### config.mk
export PLATFORM = sky130hd
export DESIGN_NAME = control_unit_mc
export DESIGN_NICKNAME = d
export VERILOG_FILES = /design/src/rtl/control_unit_mc.sv
export SDC_FILE = /design/constraint.sdc
export NUM_CORES = 1
export LEC_CHECK = 0
export ABC_AREA = 1
export BUFFER_PORTS_ARGS = -buffer_cell sky130_fd_sc_hd__buf_2
export CAP_MARGIN = 20
export CORE_ASPECT_RATIO = 0.7
export CORE_MARGIN = 2
export CORE_UTILIZATION = 50
export CTS_CLUSTER_SIZE = 25
export DETAILED_ROUTE_END_ITERATION = 10
export PLACE_DENSITY_LB_ADDON = 0.2
export SETUP_SLACK_MARGIN = 0.1
export SYNTH_ARGS = -nofsm -noshare
export SYNTH_HDL_FRONTEND = slang
export SYNTH_SLANG_ARGS = --single-unit
### constraint.sdc
create_clock -name clk -period 3.35 [get_ports clk]
set_input_delay 0.67 -clock clk [delete_from_list [all_inputs] [get_ports clk]]
set_output_delay 0.67 -clock clk [all_outputs]
set_load 0.05 [all_outputs]
### src/rtl/control_unit_mc.sv
// Multi-cycle control unit: accepts one instruction per valid/ready handshake and
// sequences memory read/write and ALU steps, holding the A/B operands and carry/zero flags.
module control_unit_mc #(
    parameter int IR_W   = 16,
    parameter int OPC_W  = 3,
    parameter int ADDR_W = 3,
    parameter int DATA_W = 9,
    parameter int MEM_TO = 15
) (
    input  logic              clk,
    input  logic              rst,
    input  logic [IR_W-1:0]   ir_data,
    input  logic              ir_valid,
    output logic              ir_ready,
    input  logic [DATA_W-1:0] alu_out,
    input  logic              alu_cy,
    input  logic [DATA_W-1:0] mem_rdata,
    input  logic              mem_ack,
    output logic [ADDR_W-1:0] addr,
    output logic [DATA_W-1:0] data_out,
    output logic              rd,
    output logic              wr,
    output logic [OPC_W-1:0]  opcode,
    output logic              alu_go,
    output logic [DATA_W-1:0] A,
    output logic [DATA_W-1:0] B,
    output logic              cy,
    output logic              zero,
    output logic              busy,
    output logic              halted,
    output logic              err
);

    localparam int CNT_W = $clog2(MEM_TO + 1);

    localparam logic [OPC_W-1:0] OP_NOP  = OPC_W'(0);
    localparam logic [OPC_W-1:0] OP_LDA  = OPC_W'(1);
    localparam logic [OPC_W-1:0] OP_LDB  = OPC_W'(2);
    localparam logic [OPC_W-1:0] OP_STA  = OPC_W'(3);
    localparam logic [OPC_W-1:0] OP_LDI  = OPC_W'(4);
    localparam logic [OPC_W-1:0] OP_ADD  = OPC_W'(5);
    localparam logic [OPC_W-1:0] OP_STZ  = OPC_W'(6);
    localparam logic [OPC_W-1:0] OP_HALT = OPC_W'(7);

    typedef enum logic [2:0] {
        S_IDLE,
        S_DECODE,
        S_MEMRD,
        S_MEMWR,
        S_EXEC
    } state_t;

    state_t             state_reg, state_next;
    logic [OPC_W-1:0]   opcode_reg, opcode_next;
    logic [ADDR_W-1:0]  addr_reg, addr_next;
    logic [DATA_W-1:0]  imm_reg, imm_next;
    logic [DATA_W-1:0]  data_out_reg, data_out_next;
    logic [DATA_W-1:0]  a_reg, a_next;
    logic [DATA_W-1:0]  b_reg, b_next;
    logic               rd_reg, rd_next;
    logic               wr_reg, wr_next;
    logic               alu_go_reg, alu_go_next;
    logic               cy_reg, cy_next;
    logic               zero_reg, zero_next;
    logic               halted_reg, halted_next;
    logic               err_reg, err_next;
    logic [CNT_W-1:0]   cnt_reg, cnt_next;

    always_ff @(posedge clk) begin
        if (rst) begin
            state_reg    <= S_IDLE;
            opcode_reg   <= '0;
            addr_reg     <= '0;
            imm_reg      <= '0;
            data_out_reg <= '0;
            a_reg        <= '0;
            b_reg        <= '0;
            rd_reg       <= 1'b0;
            wr_reg       <= 1'b0;
            alu_go_reg   <= 1'b0;
            cy_reg       <= 1'b0;
            zero_reg     <= 1'b0;
            halted_reg   <= 1'b0;
            err_reg      <= 1'b0;
            cnt_reg      <= '0;
        end else begin
            state_reg    <= state_next;
            opcode_reg   <= opcode_next;
            addr_reg     <= addr_next;
            imm_reg      <= imm_next;
            data_out_reg <= data_out_next;
            a_reg        <= a_next;
            b_reg        <= b_next;
            rd_reg       <= rd_next;
            wr_reg       <= wr_next;
            alu_go_reg   <= alu_go_next;
            cy_reg       <= cy_next;
            zero_reg     <= zero_next;
            halted_reg   <= halted_next;
            err_reg      <= err_next;
            cnt_reg      <= cnt_next;
        end
    end

    always_comb begin
        state_next    = state_reg;
        opcode_next   = opcode_reg;
        addr_next     = addr_reg;
        imm_next      = imm_reg;
        data_out_next = data_out_reg;
        a_next        = a_reg;
        b_next        = b_reg;
        rd_next       = rd_reg;
        wr_next       = wr_reg;
        alu_go_next   = 1'b0;
        cy_next       = cy_reg;
        zero_next     = zero_reg;
        halted_next   = halted_reg;
        err_next      = err_reg;
        cnt_next      = cnt_reg;

        case (state_reg)
            S_IDLE: begin
                if (ir_valid && !halted_reg) begin
                    opcode_next = ir_data[IR_W-1 -: OPC_W];
                    addr_next   = ir_data[IR_W-OPC_W-1 -: ADDR_W];
                    imm_next    = ir_data[DATA_W-1:0];
                    state_next  = S_DECODE;
                end
            end
            S_DECODE: begin
                state_next = S_IDLE;
                case (opcode_reg)
                    OP_LDI:  a_next = imm_reg;
                    OP_LDA, OP_LDB: begin
                        cnt_next   = '0;
                        state_next = S_MEMRD;
                    end
                    OP_STA: begin
                        data_out_next = a_reg;
                        cnt_next      = '0;
                        state_next    = S_MEMWR;
                    end
                    OP_STZ: begin
                        if (zero_reg) begin
                            data_out_next = a_reg;
                            cnt_next      = '0;
                            state_next    = S_MEMWR;
                        end
                    end
                    OP_ADD: begin
                        alu_go_next = 1'b1;
                        state_next  = S_EXEC;
                    end
                    OP_HALT: halted_next = 1'b1;
                    default: state_next = S_IDLE;
                endcase
            end
            // First cycle in a memory state raises the request; ack is honoured only while it is up.
            S_MEMRD: begin
                if (!rd_reg) begin
                    rd_next = 1'b1;
                end else if (mem_ack) begin
                    if (opcode_reg == OP_LDA) a_next = mem_rdata;
                    else                      b_next = mem_rdata;
                    rd_next    = 1'b0;
                    state_next = S_IDLE;
                end else if (cnt_reg == CNT_W'(MEM_TO - 1)) begin
                    rd_next    = 1'b0;
                    err_next   = 1'b1;
                    state_next = S_IDLE;
                end else begin
                    cnt_next = cnt_reg + 1'b1;
                end
            end
            S_MEMWR: begin
                if (!wr_reg) begin
                    wr_next = 1'b1;
                end else if (mem_ack) begin
                    wr_next    = 1'b0;
                    state_next = S_IDLE;
                end else if (cnt_reg == CNT_W'(MEM_TO - 1)) begin
                    wr_next    = 1'b0;
                    err_next   = 1'b1;
                    state_next = S_IDLE;
                end else begin
                    cnt_next = cnt_reg + 1'b1;
                end
            end
            S_EXEC: begin
                a_next     = alu_out;
                cy_next    = alu_cy;
                zero_next  = (alu_out == '0);
                state_next = S_IDLE;
            end
            default: state_next = S_IDLE;
        endcase
    end

    assign ir_ready = (state_reg == S_IDLE) && !halted_reg;
    assign busy     = (state_reg != S_IDLE);
    assign addr     = addr_reg;
    assign data_out = data_out_reg;
    assign rd       = rd_reg;
    assign wr       = wr_reg;
    assign opcode   = opcode_reg;
    assign alu_go   = alu_go_reg;
    assign A        = a_reg;
    assign B        = b_reg;
    assign cy       = cy_reg;
    assign zero     = zero_reg;
    assign halted   = halted_reg;
    assign err      = err_reg;

endmodule

==> impl_metrics.yaml <==
sta:
  skew_ns: 0.008658
  worst_slew_pin_slew_ns: 0.8969
  timing_hold_violations_final: 0
  tns_ns: 0
  holdWs_ns: 0.4642
  drv_slew: 0
  period_share_pct: 62.29
  setup_violations: 0
  min_period_ns: 2.087
  fmax_ghz: 0.4792
  grt_setup_unrepaired: "false"
  slew_headroom_pct: 40.14
setup_path:
  worstPathRequired_ns: 2.68
  slowest_delay_ns: 0.37
  path_delay_family: "simple AND/OR/NAND/NOR gates"
  path_class: "register to output port"
  end_kind: "output port"
  worstSetupStartpointType: "register"
  crit_chain: "nor2_1 > nand2_1 > nor2_2 > buf_2"
  rrSetupSlack_ns: 1.34
  reg2reg_depth: 8
  worstPathArrival_ns: 1.42
  critPathMaxFanout: 7
  timing.rr.end: "cnt_reg[3]$_SDFFE_PP0P_"
  crit_buf_inv: 1
  crit_path_top_delay_cell: "dfxtp_1"
  r2r_start: "state_reg[2]$_SDFFE_PP0P_"
power_and_ir_drop:
  powerDensity_nw_per_um2: 839.0
  p_int_uw: 1273
  power_frac_seq_pct: 36.1
  clock_power_share_pct: 15.5
  p_leak_uw: 0.001427
  power.switching_uw: 1241
  switching_share_pct: 49.35
  power_uw: 2514
  ir_drop_mv: 0.5987
  combPwrFrac_pct: 48.4
clocking:
  cts_setup_buffers: 0
  cts_buffer_depth: 2
  clk_pin_slew_ns: 0.09
  cts_buffers: 5
  clk_latency_ns: 0.31
  cts_sinks: 56
  cts_root_buf: "clkbuf_8"
  cts_hold_buf: 0
  ctsResizeCount: 0
  htree_levels: 2
  cts_tree: "built"
worst_hold_path:
  worstHoldEndpoint: "data_out[3]$_SDFFE_PP0P_"
  hold_path.startpoint: "data_out[3]$_SDFFE_PP0P_"
  worstHoldPathCells: 2
  hp-class: "register to register"
logic_synthesis:
  synth.area.top_cells: "dfxtp_1, nand2_1, nor2_1"
  synth.distinct_cells: 25
  yosys.area.top_type: "dfxtp_1"
  synth_nets: 404
  yosysTopAreaCellShare_pct: 45.18
  synth.yosys.seq_area_share_pct: 45.18
  ys_ff_latch: 56
  syn_inst: 363
  syn_avg_cell_area_um2: 6.835
  synthesis.area_um2: 2481
  synth_warnings: 0
die:
  fp.dieH_um: 62.94
  row_count: 21
  floorplan.initialDensity_pct: 51.88
  die_area_um2: 5551
  coreArea_um2: 4782
  ios: 81
  die_w_um: 88.20
global_route:
  grt.total_usage_pct: 22.65
  grt_pass1_wl_mm: 9.998
  grt_max_degree: 36
  grt_overflow_total: 0
  grt_pass1_vias: 2222
  antenna_found_initial: 0
run:
  drv_cap: 0
detailed_routing:
  num_vias: 2499
  drtPass1Iterations: 5
  drc: 0
  wire_per_inst_um: 11.69
  drt_iter0_markers: 156
  viasPerCell: 4.929
  routed_wl_mm: 5.925
  ant_nets: 0
cells_and_area:
  nets: 478
  drive_gt1_share_pct: 22.37
  diodes: 0
  area_delta_synth_final_pct: 20.78
  fillerInstances: 498
placement:
  gp_congestion: 0.9165
  dp.final_hpwl_mm: 4.501
  io_buffer_count: 79
status:
  status: "finished, final reports clean"
[worst register-to-register path, cell delays in order, from the launching register on]
cell	delay, ns
dfxtp_1	0.37
inv_2	0.08
nand2_1	0.06
nor2_1	0.63
nand3_1	0.32
nand3_1	0.26
nand2_1	0.07
nand2_1	0.06
nor2_1	0.04
[power by group through the flow]
stage	Combinational [µW]	Clock [µW]	Sequential [µW]
floorplan	704	0	1190
global placement	1200	0	919
detailed placement	1210	0	922
CTS	1220	395	906
global route	1360	424	925
finish	1220	389	907
[placed cells by master, fill, tap and decap left out]
cell,n
inv_2,3
nand2_2,2
clkbuf_8,6
a21oi_1,31
clkinv_2,1
nand4_4,1
dfxtp_1,56
clkinv_1,1
buf_2,79
nor2_2,2
nor2_4,1
ha_1,2
nand4_1,6
nor2_1,77
nand3_1,20
a31oi_1,1
nor3_1,4
nand3_2,1
inv_6,1
nor4_1,1
nand2_1,84
o21ai_0,30
a21oi_2,1
inv_1,27
[cells in the mapped netlist]
cell      count
nand2_1      84
nor2_1       77
dfxtp_1      56
a21oi_1      31
o21ai_0      30
inv_1        27
nand3_1      20
nand4_1       6
clkbuf_1      5
buf_2         4
nor3_1        4
inv_2         3
ha_1          2
nand2_2       2
nor2_2        2
a21oi_2       1
a31oi_1       1
buf_4         1
buf_6         1
clkbuf_2      1
clkinv_1      1
nand3_2       1
nand4_4       1
nor2_4        1
nor4_1        1
[how the worst max path moves through the flow]
stage | end | start | slack, ns | cells past startpoint
global route | cnt_reg[0]$_SDFFE_PP0P_ | state_reg[2]$_SDFFE_PP0P_ | 1.09 | 7
floorplan | ir_ready | state_reg[1]$_SDFFE_PP0P_ | 1.29 | 3
CTS | ir_ready | state_reg[0]$_SDFFE_PP0P_ | 1.27 | 4
global placement | B[8]$_SDFFE_PP0P_ | rst | 1.32 | 4
finish | ir_ready | state_reg[1]$_SDFFE_PP0P_ | 1.26 | 4
detailed placement | imm_reg[0]$_SDFFE_PP0P_ | rst | 1.26 | 4
[area by class of cell]
type,instances,area (µm²),share of cell area [%]
multi-input combinational,264,1181,39.42
sequential,56,1121,37.41
timing repair buffer,79,395.4,13.19
inverter,31,116.4,3.883
tap,69,86.33,2.881
clock buffer,6,82.58,2.756
clock inverter,2,13.76,0.4593
[kinds of logic after synthesis]
family / synth area share, %
flops: 45.18
fa+ha+maj: 1.008
simple gates: 33.69
buf+inv: 7.211
compound gates: 12.91
[metal layers]
| layer | global-route usage (%) | part of all wire (%) | vias to the layer above |
|---|---|---|---|
| met3 | 5.812 | 8.2 | 4 |
| met2 | 33.18 | 42 | 88 |
| met5 | 0 | 0 | - |
| met1 | 33.39 | 50 | 1095 |
| met4 | 5.114 | 0.64 | 0 |
| li1 | - | - | 1312 |
[through the flow]
stage | utilization (%) | instances | area (µm²) | setup slack, ns
floorplan | - | 363 | 2481 | 1.293
global placement | 60.65 | 499 | 2900 | 1.322
detailed placement | 60.65 | 499 | 2900 | 1.257
CTS | 62.66 | 507 | 2997 | 1.270
global route | 62.66 | 507 | 2997 | 1.088
finish | 62.66 | 507 | 2997 | 1.263
Note: power is estimated with default switching activity, not from simulation.
